File: config.mk
export PLATFORM = sky130hd
export DESIGN_NAME = adc_axil_regfile
export DESIGN_NICKNAME = d
export VERILOG_FILES = /design/src/rtl/adc_axil_regfile.sv
export SDC_FILE = /design/constraint.sdc
export NUM_CORES = 1
export LEC_CHECK = 0
export BUFFER_PORTS_ARGS = -buffer_cell sky130_fd_sc_hd__buf_2
export CORE_MARGIN = 1
export CORE_UTILIZATION = 35
export CTS_CLUSTER_SIZE = 10
export DETAILED_ROUTE_END_ITERATION = 10
export GPL_TIMING_DRIVEN = 1
export PLACE_DENSITY = 0.5
export SYNTH_ARGS = -nofsm -noshare
export SYNTH_HDL_FRONTEND = slang
export SYNTH_SLANG_ARGS = --single-unit
File: constraint.sdc
create_clock -name s_axi_aclk -period 3.1 [get_ports s_axi_aclk]
set_clock_uncertainty 0.15 [all_clocks]
set_input_delay 0.62 -clock s_axi_aclk [delete_from_list [all_inputs] [get_ports s_axi_aclk]]
set_output_delay 0.62 -clock s_axi_aclk [all_outputs]
set_load 0.02 [all_outputs]
File: src/rtl/adc_axil_regfile.sv
// AXI4-Lite register file for the ADC capture path: control, status, overrange counters,
// scratch and ID registers. One outstanding write, one outstanding read, single clock domain.
module adc_axil_regfile #(
    parameter int          ADDR_WIDTH = 5,
    parameter logic [31:0] ID_VALUE   = 32'hAD964300,
    parameter int          TAP_WIDTH  = 5
) (
    input  logic                  s_axi_aclk,
    input  logic                  s_axi_aresetn,
    input  logic [ADDR_WIDTH-1:0] s_axi_awaddr,
    input  logic [2:0]            s_axi_awprot,
    input  logic                  s_axi_awvalid,
    output logic                  s_axi_awready,
    input  logic [31:0]           s_axi_wdata,
    input  logic [3:0]            s_axi_wstrb,
    input  logic                  s_axi_wvalid,
    output logic                  s_axi_wready,
    output logic [1:0]            s_axi_bresp,
    output logic                  s_axi_bvalid,
    input  logic                  s_axi_bready,
    input  logic [ADDR_WIDTH-1:0] s_axi_araddr,
    input  logic [2:0]            s_axi_arprot,
    input  logic                  s_axi_arvalid,
    output logic                  s_axi_arready,
    output logic [31:0]           s_axi_rdata,
    output logic [1:0]            s_axi_rresp,
    output logic                  s_axi_rvalid,
    input  logic                  s_axi_rready,
    input  logic                  adc_ready,
    input  logic                  adc_or_a,
    input  logic                  adc_or_b,
    output logic                  ctrl_enable,
    output logic                  ctrl_test_pat,
    output logic [TAP_WIDTH-1:0]  ctrl_delay_tap,
    output logic                  ctrl_delay_load
);
    // Handshake rule: a transfer happens on a rising edge where valid and ready are both high;
    // valid, once raised, holds its payload stable until that edge.

    localparam logic [2:0] SLOT_CTRL    = 3'd0;
    localparam logic [2:0] SLOT_STATUS  = 3'd1;
    localparam logic [2:0] SLOT_CNT_A   = 3'd2;
    localparam logic [2:0] SLOT_CNT_B   = 3'd3;
    localparam logic [2:0] SLOT_SCRATCH = 3'd4;
    localparam logic [2:0] SLOT_ID      = 3'd5;
    localparam logic [1:0] RESP_OKAY    = 2'b00;
    localparam logic [1:0] RESP_SLVERR  = 2'b10;

    logic        aw_held, w_held;
    logic [2:0]  aw_slot_q;
    logic [31:0] w_data_q;
    logic [3:0]  w_strb_q;
    logic        aw_hs, w_hs, ar_hs, commit;
    logic [2:0]  wr_slot;
    logic [31:0] wr_data;
    logic [3:0]  wr_strb;
    logic        wr_ctrl, wr_scratch, wr_unmapped, clr_ovr;
    logic [31:0] scratch, scratch_next;
    logic [31:0] ovr_cnt_a, ovr_cnt_b;
    logic        sticky_a, sticky_b;
    logic [31:0] ctrl_word, rd_word;
    logic [2:0]  rd_slot;
    logic        rd_unmapped;
    logic        unused_inputs;

    assign unused_inputs = ^{s_axi_awprot, s_axi_arprot, s_axi_awaddr, s_axi_araddr};

    assign s_axi_awready = ~aw_held;
    assign s_axi_wready  = ~w_held;
    assign s_axi_arready = ~s_axi_rvalid;

    assign aw_hs = s_axi_awvalid & s_axi_awready;
    assign w_hs  = s_axi_wvalid & s_axi_wready;
    assign ar_hs = s_axi_arvalid & s_axi_arready;

    // Both held flags stay set while B is pending, so the bvalid term blocks a second commit.
    assign commit  = (aw_held | aw_hs) & (w_held | w_hs) & ~s_axi_bvalid;
    assign wr_slot = aw_held ? aw_slot_q : s_axi_awaddr[4:2];
    assign wr_data = w_held ? w_data_q : s_axi_wdata;
    assign wr_strb = w_held ? w_strb_q : s_axi_wstrb;

    assign wr_ctrl     = commit & (wr_slot == SLOT_CTRL);
    assign wr_scratch  = commit & (wr_slot == SLOT_SCRATCH);
    assign wr_unmapped = (wr_slot[2:1] == 2'b11);
    assign clr_ovr     = wr_ctrl & wr_strb[0] & wr_data[2];

    always_comb begin
        scratch_next = scratch;
        for (int i = 0; i < 4; i++) begin
            if (wr_strb[i]) scratch_next[8*i +: 8] = wr_data[8*i +: 8];
        end
    end

    always_ff @(posedge s_axi_aclk or negedge s_axi_aresetn) begin
        if (!s_axi_aresetn) begin
            aw_held      <= 1'b0;
            w_held       <= 1'b0;
            aw_slot_q    <= '0;
            w_data_q     <= '0;
            w_strb_q     <= '0;
            s_axi_bvalid <= 1'b0;
            s_axi_bresp  <= RESP_OKAY;
        end else begin
            if (aw_hs) begin
                aw_held   <= 1'b1;
                aw_slot_q <= s_axi_awaddr[4:2];
            end
            if (w_hs) begin
                w_held   <= 1'b1;
                w_data_q <= s_axi_wdata;
                w_strb_q <= s_axi_wstrb;
            end
            if (commit) begin
                s_axi_bvalid <= 1'b1;
                s_axi_bresp  <= wr_unmapped ? RESP_SLVERR : RESP_OKAY;
            end else if (s_axi_bvalid && s_axi_bready) begin
                s_axi_bvalid <= 1'b0;
                aw_held      <= 1'b0;
                w_held       <= 1'b0;
            end
        end
    end

    always_ff @(posedge s_axi_aclk or negedge s_axi_aresetn) begin
        if (!s_axi_aresetn) begin
            ctrl_enable     <= 1'b0;
            ctrl_test_pat   <= 1'b0;
            ctrl_delay_tap  <= '0;
            ctrl_delay_load <= 1'b0;
            scratch         <= '0;
        end else begin
            ctrl_delay_load <= wr_ctrl & wr_strb[1];
            if (wr_ctrl && wr_strb[0]) begin
                ctrl_enable   <= wr_data[0];
                ctrl_test_pat <= wr_data[1];
            end
            if (wr_ctrl && wr_strb[1]) ctrl_delay_tap <= wr_data[8 +: TAP_WIDTH];
            if (wr_scratch) scratch <= scratch_next;
        end
    end

    // A clear on the same edge as a pulse wins; counters stop at all-ones.
    always_ff @(posedge s_axi_aclk or negedge s_axi_aresetn) begin
        if (!s_axi_aresetn) begin
            ovr_cnt_a <= '0;
            ovr_cnt_b <= '0;
            sticky_a  <= 1'b0;
            sticky_b  <= 1'b0;
        end else if (clr_ovr) begin
            ovr_cnt_a <= '0;
            ovr_cnt_b <= '0;
            sticky_a  <= 1'b0;
            sticky_b  <= 1'b0;
        end else begin
            if (adc_or_a) begin
                sticky_a <= 1'b1;
                if (ovr_cnt_a != 32'hFFFF_FFFF) ovr_cnt_a <= ovr_cnt_a + 32'd1;
            end
            if (adc_or_b) begin
                sticky_b <= 1'b1;
                if (ovr_cnt_b != 32'hFFFF_FFFF) ovr_cnt_b <= ovr_cnt_b + 32'd1;
            end
        end
    end

    always_comb begin
        ctrl_word                  = '0;
        ctrl_word[0]               = ctrl_enable;
        ctrl_word[1]               = ctrl_test_pat;
        ctrl_word[8 +: TAP_WIDTH]  = ctrl_delay_tap;
    end

    always_comb begin
        rd_slot     = s_axi_araddr[4:2];
        rd_word     = '0;
        rd_unmapped = 1'b0;
        case (rd_slot)
            SLOT_CTRL:    rd_word = ctrl_word;
            SLOT_STATUS:  rd_word = {29'd0, sticky_b, sticky_a, adc_ready};
            SLOT_CNT_A:   rd_word = ovr_cnt_a;
            SLOT_CNT_B:   rd_word = ovr_cnt_b;
            SLOT_SCRATCH: rd_word = scratch;
            SLOT_ID:      rd_word = ID_VALUE;
            default:      rd_unmapped = 1'b1;
        endcase
    end

    // Read data is sampled from the pre-edge register values, so a write committing
    // on the same edge is not visible to this read.
    always_ff @(posedge s_axi_aclk or negedge s_axi_aresetn) begin
        if (!s_axi_aresetn) begin
            s_axi_rvalid <= 1'b0;
            s_axi_rdata  <= '0;
            s_axi_rresp  <= RESP_OKAY;
        end else if (ar_hs) begin
            s_axi_rvalid <= 1'b1;
            s_axi_rdata  <= rd_word;
            s_axi_rresp  <= rd_unmapped ? RESP_SLVERR : RESP_OKAY;
        end else if (s_axi_rvalid && s_axi_rready) begin
            s_axi_rvalid <= 1'b0;
        end
    end

endmodule

; ---- Word level (Yosys, flattened, before mapping)
; Cells that the tools add are included.
[totals]
regBits = 185
output_inout_bits = 49
wordCells = 94
[classes]
add_sub_neg = 2
n_eq_ne = 9
mux = 26
n_bitwise = 16
n_reduce_logical = 19
[ops]
columns = operator, count
row1 = two-way mux 32 bit, 7
row2 = one-hot mux 32 bit (6 select lines), 1
row3 = adder 32 x 1 -> 32 bit (second input constant), 2
row4 = != test 32 bit (second input constant), 2
row5 = two-way mux 1 bit, 14
row6 = AND reduction 2 bit, 6
row7 = nonzero test 2 bit, 6
row8 = AND 1 bit, 10
row9 = equality test 3 bit (second input constant), 3
row10 = equality test 3 x 2 -> 1 bit (second input constant), 2
row11 = zero test 3 bit, 2
row12 = OR reduction 6 bit, 1
row13 = logical AND 1 bit, 4
row14 = two-way mux 2 bit, 2
row15 = two-way mux 4 bit, 1
row16 = inverter 1 bit, 4
row17 = equality test 3 x 1 -> 1 bit (second input constant), 1
row18 = two-way mux 3 bit, 1
row19 = equality test 2 bit (second input constant), 1
row20 = OR 1 bit, 2

; ---- Longest topological paths before layout
; Gate-level depths: netlist of the first run.
[logic_depth]
word_depth = 10
mapped_depth = 9

; ---- Worst setup path before layout of the first run
; Ideal clock, no wire load.
[synth_timing]
kind = input port to flip-flop
start = input s_axi_awaddr[2]
end = register ovr_cnt_a[22]
t_arrival_ns = 2.149
path_slack_ns = 0.675
path_stages = 7
path_cell_list = or3_1 -> a2111oi_2 -> and2_1 -> buf_2 -> buf_2 -> buf_4 -> a21oi_1
[synth_between]
elab_chain_cells = 7
word_cells_on_any_way = 9
[synth_rtl]
columns = element, line
row1 = "start, declared", 10  ; input logic [ADDR_WIDTH-1:0] s_axi_awaddr,
row2 = two-way mux 3 bit *, 78  ; assign wr_slot = aw_held ? aw_slot_q : s_axi_awaddr[4:2];
row3 = zero test 3 bit *, 82  ; assign wr_ctrl = commit & (wr_slot == SLOT_CTRL);
row4 = AND 1 bit *, 82
row5 = AND 1 bit * (2 in series), 85  ; assign clr_ovr = wr_ctrl & wr_strb[0] & wr_data[2];
row6 = nonzero test 2 bit (no line), -
row7 = AND reduction 2 bit (no line), -
row8 = "end signal, assigned", 157  ; if (ovr_cnt_a != 32'hFFFF_FFFF) ovr_cnt_a <= ovr_cnt_a + 32'd1;
row9 = "end, declared", 59  ; logic [31:0] ovr_cnt_a, ovr_cnt_b;
; Mark *: on every way between the ends. The rest lies on a longest branch, timed or not.
; A chain may end at the register's enable or synchronous reset.

; ---- Worst setup path after layout of the first run
[layout_timing]
start = register ovr_cnt_a[15]
end = register ovr_cnt_a[29]
[layout_between]
elab_chain_cells = 4
word_cells_on_any_way = 7
[layout_rtl]
columns = element, line
row1 = adder 32 x 1 -> 32 bit, 157
row2 = two-way mux 32 bit, 157
row3 = two-way mux 32 bit, 155  ; if (adc_or_a) begin
row4 = two-way mux 32 bit, 149  ; end else if (clr_ovr) begin
; Parallel ways exist; a longest one is shown, timed or not. The select of a mux whose other input is x is not followed.

==> results.sh, run 1 <==
export IMPL_status="finished with violations"
export IMPL_violations="negative hold slack"
export IMPL_drv_slew=0
export IMPL_p_int_mw=4.75
export IMPL_numCtsBuffers=17
export IMPL_worst_r2r_endpoint="ovr_cnt_a[29]$_DFFE_PN0P_"
export IMPL_tightest_slew_ns=0.765
export IMPL_ioPinCount=111
export IMPL_grt_usage_pct=19.2
export IMPL_dieArea_um2=26800
export IMPL_powerDensity_nw_per_um2=677
export IMPL_die_h_um=164
export IMPL_peakVddDrop_v=0.000356
export IMPL_ff_latch_area_um2=4580
export IMPL_path_class="reg -> reg"
export IMPL_antenna_found_initial=2
export IMPL_finalCriticalPeriod_ns=2.61
export IMPL_p_leak_nw=4.70
export IMPL_path_cells="nand4_2, or4_1, o31ai_4, buf_4, or4_1, nand2_1"
export IMPL_ant_nets=0
export IMPL_path_max_fanout=10
export IMPL_rr_worst_depth=6
export IMPL_relSlewSlack_pct=48.5
export IMPL_post_cts_setup_buffers=0
export IMPL_synth_async_reset_ratio_pct=100
export IMPL_synth_flop_cell="dfrtp_1"
export IMPL_cts_clk_slew_worst_paths_ns=0.08
export IMPL_setup_worst_path_start="ovr_cnt_a[15]$_DFFE_PN0P_"
export IMPL_yosys_cell_types_count=59
export IMPL_synth_edff_count=0
export IMPL_cp_top_family="simple AND/OR/NAND/NOR gates"
export IMPL_place_hpwl_um=17300
export IMPL_endpoint="ovr_cnt_a[29]$_DFFE_PN0P_"
export IMPL_via_per_inst=5.34
export IMPL_grt_pass1_vias=7023
export IMPL_cp_depth=6
export IMPL_gr_total_overflow=0
export IMPL_via_count=7149
export IMPL_crit_buf_inv=1
export IMPL_cap_viol_max_count=0
export IMPL_setup_viol=0
export IMPL_finalCritPeriodShare_pct=84.1
export IMPL_clockRootBuffer="clkbuf_16"
export IMPL_clock_sinks=183
export IMPL_placementRows=58
export IMPL_start_kind="flip-flop"
export IMPL_crit_slowest_cell="or4_1"
export IMPL_syn_area_um2=9160
export IMPL_max_stage_delay_ns=0.74
export IMPL_p_seq_share_pct=47.9
export IMPL_arrival_ns=2.76
export IMPL_combPwrFrac_pct=22.1
export IMPL_cts_hold_buf=0
export IMPL_p_switching_mw=2.45
export IMPL_cts_resized=0
export IMPL_synth_area_leaders="dfrtp_1, mux2_2, mux2i_1, a21oi_1, o21ai_0"
export IMPL_multiInputGateArea_um2=4280
export IMPL_clkPwrFrac_pct=30.0
export IMPL_start_util_pct=36.1
export IMPL_htreeDepth=4
export IMPL_fmax_ghz=0.384
export IMPL_hold_viol_final=3
export IMPL_required_ns=3.25
export IMPL_end_kind="flip-flop"
export IMPL_die_w_um=164
export IMPL_crit_path_frequent_cell="or4_1"
export IMPL_syn_inst=910
export IMPL_wl_um=24300
export IMPL_nNetsFinal=1060
export IMPL_clockBufferDepth=2
export IMPL_port_buffers=98
export IMPL_tns_ns=0
export IMPL_drt_iter0_drc=383
export IMPL_ys_seq_elements=183
export IMPL_r2r_start="ovr_cnt_a[15]$_DFFE_PN0P_"
export IMPL_fin_area_um2=10600
export IMPL_drive_above_1_share_pct=22.4
export IMPL_ys_warn_count=0
export IMPL_synth_top_area_cell="dfrtp_1"
export IMPL_synth_seq_area_share_pct=50.0
export IMPL_first_pass_iters=5
export IMPL_placeableCoreArea_um2=25400
export IMPL_r2r_slack_ns=0.49
export IMPL_fin_hold_ws_ns=-0.0123
export IMPL_grt_pass1_wl_um=39500
export IMPL_tritoncts="done"
export IMPL_yosysTopAreaCellShare_pct=50.0
export IMPL_worstHoldPathType="in -> async"
export IMPL_grt_max_degree=63
export IMPL_clk_latency_ns=0.44
export IMPL_finalWeightedCongestion=0.790
export IMPL_sw_frac_of_total_pct=34.0
export IMPL_rsz0062_at_grt="false"
export IMPL_wire_per_inst_um=18.2
export IMPL_syn2layout_area_growth_pct=16.0
export IMPL_synth_common_cells="dfrtp_1, nand2_1, nor2_1, a21oi_1, o21ai_0"
export IMPL_diodes=0
export IMPL_fillers=2529
export IMPL_yosysMostFrequentCell="dfrtp_1"
export IMPL_synth_avg_cell_area_um2=10.1
export IMPL_drcViolationCount=0
export IMPL_placed_cell_area_um2=10000
cell families after synthesis:
logic type | count (synthesis) | share of synthesized area (%)
XOR/XNOR | 12 | 1.15
other | 1 | 0.0409
buffers and inverters | 67 | 3.43
AO/OA/AOI/OAI | 215 | 14.3
adder cells (fa/ha/maj) | 2 | 0.273
flip-flops | 183 | 50.0
AND/OR/NAND/NOR | 315 | 17.3
multiplexers | 115 | 13.6
area by class of cell:
cell class,count,area share (%)
well taps,330,3.88
clock buffers,17,4.00
flip-flops and latches,183,43.1
inverters,9,0.318
clock inverters,14,1.48
multi-input cells,661,40.2
repair buffers,124,7.00
worst reg2reg max path: stages (launching register included):
cell and delay (ns):
dfrtp_1 0.47, nand4_2 0.16, or4_1 0.74, o31ai_4 0.51, buf_4 0.27, or4_1 0.13, nand2_1 0.07
registers in the layout (all words and copies together) (netlist names), 3 cells and up:
register        count
aw_slot_q           3
ovr_cnt_b          32
w_strb_q            4
s_axi_rdata        32
scratch            32
w_data_q           32
ctrl_delay_tap      5
ovr_cnt_a          32
metal layers:
metal | part of all wire (%) | vias up | routed length (um) | global-route usage [%]
li1 | - | 3498 | - | -
met1 | 50 | 3506 | 12300 | 28.3
met2 | 46 | 118 | 11100 | 29.3
met3 | 2.9 | 23 | 700 | 3.06
met4 | 1.1 | 4 | 257 | 4.84
met5 | 0.078 | - | 19 | 0
through the flow:
stage	total power, mW	instances	utilization [%]	setup WS (ns)
6_report	7.20	1338	41.9	0.494
5_1_grt	7.62	1338	41.9	0.331
4_1_cts	7.28	1338	41.9	0.496
3_5_place_dp	5.09	1307	39.6	0.472
3_3_place_gp	5.06	1307	39.6	0.476
2_1_floorplan	4.46	911	-	0.675
power groups by stage:
stage          combinational [mW]  sequential (mW)  clock [mW]
6_report                     1.59             3.45        2.16
5_1_grt                      1.79             3.52        2.31
4_1_cts                      1.61             3.44        2.22
3_5_place_dp                 1.60             3.49           0
3_3_place_gp                 1.58             3.47           0
2_1_floorplan                1.03             3.44           0
worst min-delay path by stage:
stage                                        to  slack [ns]  cells after the start
detailed placement  s_axi_rdata[18]$_DFFE_PN0P_        0.32                      2
finish                 ovr_cnt_b[3]$_DFFE_PN0P_       -0.01                      1
global placement     s_axi_rdata[1]$_DFFE_PN0P_        0.31                      2
CTS                    ovr_cnt_b[3]$_DFFE_PN0P_        0.01                      1
global route           ovr_cnt_b[7]$_DFFE_PN0P_        0.03                      1
floorplan                     aw_held$_DFF_PN0_        0.17                      0
layout by cell type (no fill, tap or decap), types with 7 or more instances in the layout:
cell / netlist / layout
o31ai_1: 19 / 19
nor2_1: 75 / 75
and4_1: 8 / 8
o21ai_0: 70 / 70
xnor2_1: 8 / 8
o22a_1: 10 / 10
and3_1: 11 / 11
dfrtp_1: 183 / 182
mux2i_1: 59 / 59
or3_1: 18 / 18
buf_4: 8 / 22
a21oi_1: 71 / 71
o211ai_1: 7 / 7
or4_1: 26 / 26
nand4_1: 22 / 22
mux2_2: 54 / 54
inv_1: 9 / 9
nor3_1: 7 / 7
buf_2: 5 / 97
nand3_1: 29 / 29
clkbuf_16: 0 / 17
nand2_1: 91 / 91
(Power assumes the default switching activity.)
==> inputs of run 2 (changes only) <==
clock period = 2.6 ns   (was 3.1 ns; I/O delays follow)
==> run 2 against run 1 <==
Compared with the run above: the flow now finishes without violations; sequential power increased by 18%; cell area increased by 2.9%; setup slack got worse by 0.26 ns; flip-flop and latch count unchanged; via count up 2.8%; critical path depth did not move.
==> results.sh, run 2 (synthesis gave the netlist of run 1 again) <==
export IMPL_r2r_start="ovr_cnt_a[16]$_DFFE_PN0P_"
export IMPL_path_cells="nand4_2, or4_1, buf_4, nor4_1, xnor2_1, nor2_1"
export IMPL_fmax_ghz=0.423
export IMPL_dieArea_um2=26800
export IMPL_peakVddDrop_v=0.000498
export IMPL_hp_start="s_axi_rready"
export IMPL_drv_slew=0
export IMPL_fin_util_pct=43.1
export IMPL_drive_above_1_share_pct=24.5
export IMPL_wire_per_inst_um=18.1
export IMPL_start_kind="flip-flop"
export IMPL_clockBufferDepth=2
export IMPL_numCtsBuffers=17
export IMPL_grt_max_degree=65
export IMPL_worstHoldPathType="in -> reg"
export IMPL_ant_nets=0
export IMPL_antenna_found_initial=2
export IMPL_die_w_um=164
export IMPL_powerDensity_nw_per_um2=800
export IMPL_syn2layout_area_growth_pct=19.4
export IMPL_drcViolationCount=0
export IMPL_port_buffers=98
export IMPL_htreeDepth=4
export IMPL_worst_r2r_endpoint="ovr_cnt_a[28]$_DFFE_PN0P_"
export IMPL_fillers=2492
export IMPL_ioPinCount=111
export IMPL_grt_pass1_vias=7165
export IMPL_hold_depth=2
export IMPL_nNetsFinal=1089
export IMPL_tightest_slew_ns=0.609
export IMPL_first_pass_iters=4
export IMPL_place_hpwl_um=17800
export IMPL_rr_worst_depth=6
export IMPL_placeableCoreArea_um2=25400
export IMPL_status="finished clean"
export IMPL_arrival_ns=2.55
export IMPL_grt_usage_pct=19.6
export IMPL_finalCriticalPeriod_ns=2.37
export IMPL_required_ns=2.78
export IMPL_clk_latency_ns=0.45
export IMPL_die_h_um=164
export IMPL_clockRootBuffer="clkbuf_16"
export IMPL_post_cts_setup_buffers=0
export IMPL_finalWeightedCongestion=0.799
export IMPL_grt_pass1_wl_um=40400
export IMPL_start_util_pct=36.1
export IMPL_tns_ns=0
export IMPL_relSlewSlack_pct=59.4
export IMPL_via_per_inst=5.37
export IMPL_max_stage_delay_ns=0.69
export IMPL_diodes=0
export IMPL_tritoncts="done"
export IMPL_rsz0062_at_grt="false"
export IMPL_via_count=7347
export IMPL_clock_sinks=183
export IMPL_gr_total_overflow=0
export IMPL_hold_viol_final=0
export IMPL_drt_iter0_drc=401
export IMPL_layout_common_cells="dfrtp_1, buf_2, nand2_1"
export IMPL_placementRows=58
export IMPL_end_kind="flip-flop"
export IMPL_r2r_slack_ns=0.23
export IMPL_p_leak_nw=4.88
export IMPL_finalCritPeriodShare_pct=91.0
export IMPL_crit_slowest_cell="or4_1"
export IMPL_final_common_cell="dfrtp_1"
export IMPL_wl_um=24700
export IMPL_cts_clk_slew_worst_paths_ns=0.08
export IMPL_hold_end="s_axi_rvalid$_DFFE_PN0P_"
export IMPL_path_max_fanout=7
export IMPL_path_class="reg -> reg"
export IMPL_setup_viol=0
export IMPL_cap_viol_max_count=0
run 2: where the power goes:
| part | switching [mW] | internal, mW |
|---|---|---|
| Clock | 1.37 | 1.31 |
| Combinational | 1.10 | 0.903 |
| Sequential | 0.549 | 3.53 |
run 2: worst max-delay path: cells and delay by family (launching register included):
| family | cells | cell delay [ns] |
|---|---|---|
| flip-flops | 1 | 0.45 |
| buffers and inverters | 1 | 0.21 |
| XOR/XNOR | 1 | 0.17 |
| AND/OR/NAND/NOR | 4 | 1.28 |
run 2: worst max-delay path by stage:
stage | endpoint | slack [ns] | depth (start not counted) | startpoint
3_5_place_dp | ovr_cnt_b[29]$_DFFE_PN0P_ | 0.13 | 8 | s_axi_awaddr[2]
2_1_floorplan | ovr_cnt_a[22]$_DFFE_PN0P_ | 0.28 | 7 | s_axi_awaddr[2]
5_1_grt | ovr_cnt_a[28]$_DFFE_PN0P_ | 0.05 | 6 | ovr_cnt_a[16]$_DFFE_PN0P_
3_3_place_gp | ovr_cnt_b[29]$_DFFE_PN0P_ | 0.14 | 8 | s_axi_awaddr[2]
6_report | ovr_cnt_a[28]$_DFFE_PN0P_ | 0.23 | 6 | ovr_cnt_a[16]$_DFFE_PN0P_
4_1_cts | ovr_cnt_a[28]$_DFFE_PN0P_ | 0.22 | 6 | ovr_cnt_a[16]$_DFFE_PN0P_
run 2: final cells by class:
cell class              instances  area, um^2  share of cell area [%]
flip-flops and latches        183        4580                    41.9
multi-input cells             661        4280                    39.1
repair buffers                153        1030                    9.39
clock buffers                  18         429                    3.92
well taps                     330         413                    3.77
clock inverters                14         183                    1.67
inverters                       9        33.8                   0.309
run 2: routing by layer:
layer	wire length [um]	track usage, %	vias up
met4	216	4.21	4
li1	-	-	3569
met1	12300	28.3	3606
met2	11100	29.8	149
met5	22	0	-
met3	1190	4.77	19
run 2: through the flow:
step | area [um^2] | hold WS (ns) | setup WS [ns] | power [mW] | std cells
after floorplan | 9170 | 0.0744 | 0.275 | 5.32 | 911
after global placement | 10300 | 0.310 | 0.138 | 6.12 | 1335
after detailed placement | 10300 | 0.316 | 0.129 | 6.15 | 1335
after CTS | 10900 | 0.0796 | 0.224 | 8.85 | 1368
after global routing | 10900 | 0.0797 | 0.0501 | 9.29 | 1368
final | 10900 | 0.0938 | 0.233 | 8.76 | 1368
run 2: what timing repair did:
item                                    4_1_cts  5_1_grt
endpoints found under the hold margin        57        0
endpoints found under the setup margin        0        0
resized for setup                             0        0
hold buffers                                  1        0
==> inputs of run 3 (changes only) <==
CORE_UTILIZATION = 45   (was 35)
PLACE_DENSITY = 0.61   (was 0.5)
==> run 3 against run 2 <==
Compared with the run above: first-iteration DRC count fell by 3.5%; sequential power barely moved; critical path depth did not move; die area fell by 22%; wire length fell by 7.0%; utilization rose by 11 points; clock-buffer cell count did not move; fmax fell by 3.3%; largest power group unchanged.
==> results.sh, run 3 (synthesis gave the netlist of run 1 again) <==
export IMPL_required_ns=2.76
export IMPL_final_common_cell="dfrtp_1"
export IMPL_layout_common_cells="dfrtp_1, buf_2, nand2_1"
export IMPL_placeableCoreArea_um2=19700
export IMPL_ant_nets=0
export IMPL_ioPinCount=111
export IMPL_start_util_pct=46.5
export IMPL_grt_max_degree=86
export IMPL_path_max_fanout=29
export IMPL_syn2layout_area_growth_pct=17.2
export IMPL_worstHoldPathType="in -> reg"
export IMPL_hold_viol_final=0
export IMPL_ff_latch_area_um2=4580
export IMPL_clock_sinks=183
export IMPL_placementRows=51
export IMPL_wire_per_inst_um=17.8
export IMPL_first_pass_iters=4
export IMPL_htreeDepth=4
export IMPL_fmax_ghz=0.408
export IMPL_hold_depth=2
export IMPL_antenna_found_initial=1
export IMPL_nNetsFinal=1076
export IMPL_grt_pass1_wl_um=37100
export IMPL_rr_worst_depth=6
export IMPL_start_kind="flip-flop"
export IMPL_fillers=1803
export IMPL_cap_viol_max_count=0
export IMPL_die_h_um=145
export IMPL_rsz0062_at_grt="false"
export IMPL_path_class="reg -> reg"
export IMPL_finalWeightedCongestion=0.831
export IMPL_finalCritPeriodShare_pct=94.2
export IMPL_dieArea_um2=20900
export IMPL_r2r_start="aw_held$_DFF_PN0_"
export IMPL_peakVddDrop_v=0.000542
export IMPL_endpoint="ovr_cnt_b[30]$_DFFE_PN0P_"
export IMPL_finalCriticalPeriod_ns=2.45
export IMPL_p_leak_nw=4.81
export IMPL_worst_r2r_endpoint="ovr_cnt_b[30]$_DFFE_PN0P_"
export IMPL_tritoncts="done"
export IMPL_setup_viol=0
export IMPL_grt_usage_pct=23.3
export IMPL_clk_latency_ns=0.44
export IMPL_via_per_inst=5.68
export IMPL_end_kind="flip-flop"
export IMPL_tightest_slew_ns=0.583
export IMPL_numCtsBuffers=17
export IMPL_powerDensity_nw_per_um2=811
export IMPL_place_hpwl_um=16400
export IMPL_die_w_um=145
export IMPL_wl_um=23000
export IMPL_fin_hold_ws_ns=0.101
export IMPL_via_count=7327
export IMPL_clockRootBuffer="clkbuf_16"
export IMPL_drcViolationCount=0
export IMPL_cts_resized=0
export IMPL_status="finished clean"
export IMPL_port_buffers=98
export IMPL_drive_above_1_share_pct=23.5
export IMPL_multiInputGateArea_um2=4280
export IMPL_r2r_slack_ns=0.15
export IMPL_drt_iter0_drc=387
export IMPL_grt_pass1_vias=6884
export IMPL_tns_ns=0
export IMPL_cts_clk_slew_worst_paths_ns=0.08
export IMPL_drv_slew=0
export IMPL_gr_total_overflow=0
export IMPL_clockBufferDepth=2
export IMPL_setup_worst_path_start="aw_held$_DFF_PN0_"
export IMPL_relSlewSlack_pct=61.1
export IMPL_arrival_ns=2.61
-- run 3: final cells by class --
cell class	count	area share [%]
inverter	9	0.314
clock inverter	14	1.74
multi-input combinational	661	39.8
antenna	1	0.0233
sequential	183	42.6
clock buffer	18	3.99
tap	265	3.09
timing repair buffer	140	8.42
-- run 3: timing repair --
item                                   4_1_cts  5_1_grt
hold buffers                                 1        0
setup buffers                                0        0
endpoints found under the hold margin       45        0
-- run 3: critical path, cell delays in order, from the launching register on --
cell and delay [ns]:
dfrtp_1 0.44, or3b_2 0.51, a2111oi_2 0.51, and2_2 0.31
buf_12 0.20, buf_4 0.15, a21oi_1 0.04
-- run 3: layer usage --
layer	vias to the layer above	track usage [%]	share of wire [%]
met1	3604	34.7	50
met5	-	0	0
met4	0	5.04	0.80
met2	167	35.0	45
met3	14	4.74	4.7
li1	3542	-	-
-- run 3: worst min-delay path by stage --
stage                                      startpoint                           to  slack, ns
final                                    s_axi_rready     s_axi_rvalid$_DFFE_PN0P_       0.10
after global routing                     s_axi_rready     s_axi_rvalid$_DFFE_PN0P_       0.09
after CTS                                s_axi_rready     s_axi_rvalid$_DFFE_PN0P_       0.09
after detailed placement  s_axi_rdata[24]$_DFFE_PN0P_  s_axi_rdata[24]$_DFFE_PN0P_       0.32
after global placement    s_axi_rdata[13]$_DFFE_PN0P_  s_axi_rdata[13]$_DFFE_PN0P_       0.31
after floorplan                         s_axi_aresetn            aw_held$_DFF_PN0_       0.07
-- run 3: power by group --
group	switching, mW	internal [mW]	total (mW)	leakage (nW)
sequential	0.573	3.53	4.10	2.35
clock	1.28	1.39	2.67	0.297
combinational	1.06	0.874	1.94	2.17
-- run 3: metrics by stage --
stage	setup WS (ns)	power [mW]	std cells	util [%]	instance area, um^2
2_1_floorplan	0.275	5.32	911	-	9170
3_3_place_gp	0.0903	6.03	1257	51.3	10100
3_5_place_dp	0.0283	6.09	1257	51.3	10100
4_1_cts	0.158	8.77	1290	54.5	10700
5_1_grt	0.0640	9.16	1290	54.5	10700
6_report	0.152	8.71	1291	54.5	10700
